===== src/rtl/vc_vr_pkg.sv =====
// vc_vr_pkg: shared credit-count sizing for the valid/ready <-> valid/credit bridges
package vc_vr_pkg;
  function automatic int cnt_w(input int credit_num);
    return $clog2(credit_num + 1);
  endfunction
  localparam int DEF_CREDIT_NUM = 2;
  typedef logic [cnt_w(DEF_CREDIT_NUM)-1:0] credit_cnt_t;
endpackage


===== src/rtl/vc_credit_counter.sv =====
// vc_credit_counter: up/down credit counter saturating at MAX; o_ovf flags a dropped credit
// when VR_VC_CREDIT_CHECK_EN is defined, otherwise o_ovf is tied low
module vc_credit_counter
  import vc_vr_pkg::*;
#(
  parameter int MAX = 2
) (
  input  logic                  clk,
  input  logic                  rst,
  input  logic                  i_inc,
  input  logic                  i_dec,
  output logic [cnt_w(MAX)-1:0] o_cnt,
  output logic                  o_nonzero,
  output logic                  o_ovf
);
  localparam int W = cnt_w(MAX);
  logic [W-1:0] r_cnt;
  logic         w_full;
  assign w_full    = r_cnt == W'(MAX);
  assign o_nonzero = r_cnt != '0;
  assign o_cnt     = r_cnt;
  always_ff @(posedge clk)
    if (rst) r_cnt <= W'(MAX);
    else     r_cnt <= (i_inc && !i_dec && !w_full)    ? r_cnt + 1'b1 :
                      (i_dec && !i_inc && o_nonzero) ? r_cnt - 1'b1 : r_cnt;
`ifdef VR_VC_CREDIT_CHECK_EN
  assign o_ovf = i_inc && !i_dec && w_full;
`else
  assign o_ovf = 1'b0;
`endif
endmodule


===== src/rtl/vr_vc_converter.sv =====
// vr_vc_converter: valid/ready upstream to valid/credit downstream, one registered flit per handshake
// VR_VC_CREDIT_CHECK_EN enables the sticky credit-overflow error on err_o
module vr_vc_converter
  import vc_vr_pkg::*;
#(
  parameter int DATA_WIDTH = 8,
  parameter int CREDIT_NUM = 2
) (
  input  logic                         clk,
  input  logic                         rst,
  input  logic [DATA_WIDTH-1:0]        s_data_i,
  input  logic                         s_valid_i,
  output logic                         s_ready_o,
  output logic [DATA_WIDTH-1:0]        m_data_o,
  output logic                         m_valid_o,
  input  logic                         m_credit_i,
  output logic [cnt_w(CREDIT_NUM)-1:0] credit_cnt_o,
  output logic                         err_o
);
  logic                  w_nonzero;
  logic                  w_send;
  logic                  w_ovf;
  logic                  r_valid;
  logic [DATA_WIDTH-1:0] r_data;
  assign s_ready_o = w_nonzero;
  assign w_send    = s_valid_i && w_nonzero;
  assign m_valid_o = r_valid;
  assign m_data_o  = r_data;
  vc_credit_counter #(.MAX(CREDIT_NUM)) u_cnt (
    .clk       (clk),
    .rst       (rst),
    .i_inc     (m_credit_i),
    .i_dec     (w_send),
    .o_cnt     (credit_cnt_o),
    .o_nonzero (w_nonzero),
    .o_ovf     (w_ovf)
  );
  always_ff @(posedge clk)
    if (rst) begin
      r_valid <= 1'b0;
      r_data  <= '0;
    end else begin
      r_valid <= w_send;
      r_data  <= w_send ? s_data_i : r_data;
    end
`ifdef VR_VC_CREDIT_CHECK_EN
  logic r_err;
  assign err_o = r_err;
  always_ff @(posedge clk)
    if (rst) r_err <= 1'b0;
    else begin
      if (w_ovf) r_err <= 1'b1;
      assert (!(w_send && !w_nonzero)) else r_err <= 1'b1;
    end
`else
  assign err_o = w_ovf;
`endif
endmodule


===== config.mk =====
export PLATFORM = sky130hd
export DESIGN_NAME = vr_vc_converter
export DESIGN_NICKNAME = d
export VERILOG_FILES = /design/src/rtl/vc_vr_pkg.sv /design/src/rtl/vc_credit_counter.sv /design/src/rtl/vr_vc_converter.sv
export SDC_FILE = /design/constraint.sdc
export NUM_CORES = 1
export LEC_CHECK = 0
export BUFFER_PORTS_ARGS = -buffer_cell sky130_fd_sc_hd__buf_2
export CAP_MARGIN = 10
export CORE_AREA = 2 2 39 41
export CTS_BUF_LIST = sky130_fd_sc_hd__clkbuf_2 sky130_fd_sc_hd__clkbuf_4 sky130_fd_sc_hd__clkbuf_8
export DETAILED_ROUTE_END_ITERATION = 8
export DIE_AREA = 0 0 41 43
export PLACE_DENSITY = 0.74
export SKIP_LAST_GASP = 1
export SLEW_MARGIN = 10
export SYNTH_ARGS = -nofsm -noshare
export SYNTH_HDL_FRONTEND = slang
export SYNTH_SLANG_ARGS = --single-unit

===== constraint.sdc =====
create_clock -name clk -period 1.4 [get_ports clk]
set_input_delay 0.28 -clock clk [delete_from_list [all_inputs] [get_ports clk]]
set_output_delay 0.28 -clock clk [all_outputs]
set_load 0.05 [all_outputs]

==> metrics.cfg, run 1 <==
[detailed_routing]
route.detailed.drc=0
routedWlPerCell_um=9.36
initialDrtViolationCount=3
antenna_left=0
viasPerCell=4.26
dr.pass1.iters=3
wl_um=805
dr_total_vias=366

[timing]
fin_crit_ns=1.31
skew_ns=0.000538
final-setup-viol-count=0
rsz0062_at_grt=no
max_freq_ghz=0.764
fin_crit_sh=0.935
timing.final.ws_setup_ns=0.0906
maxSlewViolCount=0
final_hold_viol_count=0
fin_setup_tns_ns=0

[clock_tree]
clk_latency_ns=0.26
post_cts_buffers=0
cts_tree=yes
htree_levels=1
root_buffer=clkbuf_4
clockBufferDepth=2
clk_pin_slew_worst_paths_ns=0.07
numCtsBuffers=3
clock-sinks=11

[floorplan]
ios=25
fp.dieW_um=41
die_y_um=43
rows=14
start_util=0.321
die-area_mm2=0.00176
core_mm2=0.00138

[pwr]
p_sw_frac=0.351
ir_drop_v=0.000580
p_per_area_mw_per_mm2=1420
p_seq_frac=0.425
p_comb_frac=0.312
intPower_uw=564
p_sw_uw=305
p_leak_uw=0.000325
power_frac_clock=0.264

[logic_synthesis]
ys_types=16
synth_top_cell_area_share=0.496
syn_area_um2=444
netlist_top_cells_area=dfxtp_1 (50%), mux2i_1 (20%), nor2_1 (8.5%)
yosysTopAreaCell=dfxtp_1
netlist_top_cells_count=dfxtp_1 (11), nor2_1 (10), mux2i_1 (9)
ys_ff_latch=11
seq_area_frac_synth=0.496
ys_async_sr_fraction=0
syn_inst=45
synth.most_common_cell=dfxtp_1
synth-main-ff-cell=dfxtp_1
syn-num-nets=57
ys_warn_count=0
avgSynthCellArea_um2=9.87
synth_edf_count=0

[run_status]
status=complete, no violations

[setup_path]
startpoint_type=register
cp_slowest_stage_delay_ns=0.37
reg2reg_slack_ns=0.33
crit_family=flip-flops
worstPathRequired_ns=1.12
cpMaxStageDelayCell=dfxtp_4
cp_cell_sequence=or2_4 -> buf_8
crit_arrival_ns=1.03
endpoint_kind=output port
path_max_fanout=8
path_buf_inv=1
critPathKind=reg -> out

[cells_and_area]
fillerInstances=144
drive_gt1_frac=0.457
diodes=0
layout.nets=83
ff_latch_area_um2=225
areaGrowthSynthToFinish_pct=37.7
multiInputGateArea_um2=204

[global_routing]
grt_pass1_wl_um=1240
antenna_found_initial=0
grt_overflow=0
grt_pass1_vias=294
grt_usage=0.107
grt_max_degree=12

[placement]
gp_routability_congestion=0.564
pre_cts_ws_ns=0.255
dp.final_hpwl_um=574
portBuffers=23

[hold_path]
worstHoldPathType=in -> reg

[job]
max_cap_violations=0

registers in the layout, summed over array words and instances (netlist names):
name,count
m_data_o,8
u_cnt.o_cnt,2
m_valid_o,1
layer usage:
metal / track usage / part of all wire / vias to the layer above
li1: - / - / 195
met1: 0.145 / 0.51 / 158
met2: 0.138 / 0.41 / 13
met3: 0.0314 / 0.080 / 0
met4: 0.0800 / 0 / 0
met5: 0 / 0 / -
layout make-up:
cell class                      instances  area share
Tap cell                               16      0.0327
Sequential cell                        11       0.368
Multi-Input combinational cell         31       0.333
Timing Repair Buffer                   24       0.217
Clock buffer                            4      0.0491
per-stage QoR:
step | utilization | area [µm²] | total power (µW) | hold WS [ns] | cells
2_1_floorplan | - | 444 | 577 | 0.424 | 45
3_3_place_gp | 0.408 | 564 | 629 | 0.472 | 82
3_5_place_dp | 0.408 | 564 | 633 | 0.479 | 82
4_1_cts | 0.432 | 598 | 872 | 0.241 | 86
5_1_grt | 0.442 | 612 | 923 | 0.258 | 86
6_report | 0.442 | 612 | 869 | 0.249 | 86
what timing repair did:
item,CTS,global route
hold buffers,0,0
setup endpoints to repair,1,1
pin swaps,0,0
resized for setup,2,5
worst min-delay path: cells and delay by family:
kind | cells | cell delay, ns
mux | 1 | 0.05
simple gates | 1 | 0.07
buf+inv | 1 | 0.07
cell families after synthesis:
| logic type | after synthesis | share of synthesized area |
|---|---|---|
| buffers and inverters | 3 | 0.0507 |
| other | 1 | 0.00844 |
| muxes | 9 | 0.203 |
| and+or+nand+nor | 14 | 0.135 |
| xor gates and xnor gates | 1 | 0.0197 |
| DFF | 11 | 0.496 |
| AOI/OAI and AO/OA | 6 | 0.0873 |
power groups by stage:
stage	logic (µW)	clock network [µW]	registers [µW]
finish	271	229	369
global route	290	261	373
CTS	263	242	367
detailed placement	259	0	373
global placement	258	0	371
floorplan	103	0	473
worst paths after layout:
| kind | start | endpoint | cells after the start |
|---|---|---|---|
| worst min register to register | m_data_o[4] | m_data_o[4] | 2 |
| worst max register to register | u_cnt.o_cnt[1] | m_data_o[0] | 4 |
| worst min-delay path | s_data_i[2] | m_data_o[2] | 3 |
| worst max-delay path | u_cnt.o_cnt[1] | s_ready_o | 2 |
cell usage in the layout, fill, tap and decap left out:
cell,instances
nor2_1,10
o21a_1,1
buf_4,1
a21oi_1,3
dfxtp_2,1
buf_8,1
xor2_1,1
nor2b_1,1
nand2b_1,1
dfxtp_1,9
mux2i_1,9
buf_2,22
nand2_1,1
o21ai_2,1
conb_1,1
o21bai_1,1
dfxtp_4,1
clkbuf_4,4
or2_4,1
Note: power is estimated with default switching activity, not from simulation.
==> run 2, diff against run 1 <==
Settings changed: CELL_PAD_IN_SITES_DETAIL_PLACEMENT set to 0, CELL_PAD_IN_SITES_GLOBAL_PLACEMENT set to 2, CORE_AREA 2 2 39 41 to not set, CORE_MARGIN set to 2, CORE_UTILIZATION set to 26, DIE_AREA 0 0 41 43 to not set, MAX_ROUTING_LAYER set to met4, PLACE_DENSITY 0.74 to 0.95.
Clock period 1.4 ns to 1.66 ns, I/O delays scaled along.
==> metrics.cfg, run 2 (synthesis results as in run 1) <==
[setup_path]
endpoint_kind=output port  ; unchanged
crit_family=flip-flops  ; unchanged
startpoint_type=register  ; unchanged
cp_slowest_stage_delay_ns=0.38  ; was 0.37 ns
cpMaxStageDelayCell=dfxtp_1  ; was dfxtp_4
crit_arrival_ns=1.16  ; was 1.03 ns
cp_cell_sequence=or2_2 -> buf_2  ; was or2_4 -> buf_8
path_max_fanout=8  ; unchanged
path_buf_inv=1  ; unchanged
critPathKind=reg -> out  ; unchanged
worstPathRequired_ns=1.33  ; was 1.12 ns

[cells_and_area]
final_cell_mix=buf_2 (23), dfxtp_1 (11), nor2_1 (10)  ; was buf_2 (22), nor2_1 (10), mux2i_1 (9), dfxtp_1 (9), clkbuf_4 (4)
largest_register_ffs=8  ; unchanged
layout.cells.non_filler=85  ; was 86
drive_gt1_frac=0.420  ; was 0.457
areaGrowthSynthToFinish_pct=32.1  ; was 37.7%
layout.nets=82  ; was 83
utilization=0.376  ; was 0.442
final_common_cell=buf_2  ; unchanged
diodes=0  ; unchanged

[global_routing]
grt_pass1_vias=306  ; was 294
grt_overflow=0  ; unchanged
grt_max_degree=12  ; unchanged
grt_pass1_wl_um=1260  ; was 1240 µm
antenna_found_initial=0  ; unchanged
grt_usage=0.0914  ; was 0.107

[timing]
max_freq_ghz=0.672
final-setup-viol-count=0  ; unchanged
tightest_slew_ns=0.571
maxSlewViolCount=0  ; unchanged
rsz0062_at_grt=no  ; unchanged
max_slew_margin=0.620
fin_crit_sh=0.897
fin_crit_ns=1.49
skew_ns=0.00103  ; was 0.000538 ns
fin_setup_tns_ns=0  ; unchanged
final_hold_viol_count=0  ; unchanged

[placement]
portBuffers=23  ; unchanged
dp.final_hpwl_um=625  ; was 574 µm
gp_routability_congestion=0.612  ; was 0.564
dp_cells=81  ; was 82

[pwr]
ir_drop_v=0.000577  ; was 0.000580 V
p_leak_uw=0.000314  ; was 0.000325 µW
p_per_area_mw_per_mm2=1230  ; was 1420 mW/mm²

[detailed_routing]
dr.pass1.iters=3  ; unchanged
viasPerCell=4.26  ; about the same
antenna_left=0  ; unchanged
initialDrtViolationCount=5  ; was 3
dr_total_vias=362  ; was 366
wl_um=835  ; was 805 µm
routedWlPerCell_um=9.82  ; was 9.36 µm
route.detailed.drc=0  ; unchanged

[clock_tree]
clockBufferDepth=2  ; unchanged
clk_pin_slew_worst_paths_ns=0.07  ; about the same
clock-sinks=11  ; unchanged
htree_levels=1  ; unchanged
numCtsBuffers=3  ; unchanged
clk_latency_ns=0.26  ; about the same
post_cts_buffers=0  ; unchanged
root_buffer=clkbuf_4  ; unchanged
cts_tree=yes  ; unchanged
holdBufCountCts=0  ; unchanged
cts_resized=0  ; was 2

[floorplan]
start_util=0.285  ; was 0.321
ios=25  ; unchanged
die_y_um=45.3  ; was 43 µm
rows=14  ; unchanged
core_mm2=0.00156  ; was 0.00138 mm²
fp.dieW_um=45.3  ; was 41 µm
die-area_mm2=0.00205  ; was 0.00176 mm²

[hold_path]
worstHoldPathType=in -> reg  ; unchanged

[run_status]
status=complete, no violations  ; unchanged

[job]
max_cap_violations=0  ; unchanged

## run 2: cell types whose count changed in the layout (fill, tap and decap cells not counted)
| cell | before | now |
|---|---|---|
| buf_8 | 1 | 0 |
| dfxtp_2 | 1 | 0 |
| buf_2 | 22 | 23 |
| dfxtp_4 | 1 | 0 |
| buf_4 | 1 | 0 |
| dfxtp_1 | 9 | 11 |
| or2_2 | 0 | 1 |
| or2_4 | 1 | 0 |
## run 2: final timing paths
path | startpoint | endpoint | slack [ns] | cells past startpoint
setup / recovery | u_cnt.o_cnt[1] | s_ready_o | 0.17 | 2
hold / removal | s_data_i[2] | m_data_o[2] | 0.29 | 3
setup reg to reg | u_cnt.o_cnt[1] | m_data_o[5] | 0.36 | 3
hold reg to reg | m_data_o[2] | m_data_o[2] | 0.50 | 2
## run 2: area by class of cell
type                            instances  area [µm²]
Clock buffer                            4        30.0
Fill cell                             166         972
Multi-Input combinational cell         31         201
Tap cell                               16        20.0
Timing Repair Buffer                   23         115
Sequential cell                        11         220
## run 2: per-layer routing
| metal | global-route usage | routed length (µm) |
|---|---|---|
| met1 | 0.117 | 392 |
| met2 | 0.117 | 342 |
| met3 | 0.0280 | 100 |
| met4 | 0.0706 | 0 |
| met5 | - | 0 |
## run 2: worst reg2reg max path, cell delays in order (launching register included)
cell     delay, ns
dfxtp_1       0.38
o21ai_2       0.51
mux2i_1       0.25
nor2_1        0.05
## run 2: metrics by stage
stage          hold slack, ns  total power [µW]  area, µm²  worst slack, ns
5_1_grt                 0.292               759        587            0.119
6_report                0.295               720        587            0.171
4_1_cts                 0.288               729        587            0.162
2_1_floorplan           0.476               486        444            0.231
3_3_place_gp            0.480               528        557            0.398
3_5_place_dp            0.482               529        557            0.363
## run 2: power breakdown
group | switching [µW] | internal [µW]
Clock | 89.1 | 109
Combinational | 149 | 62.7
Sequential | 21.1 | 289
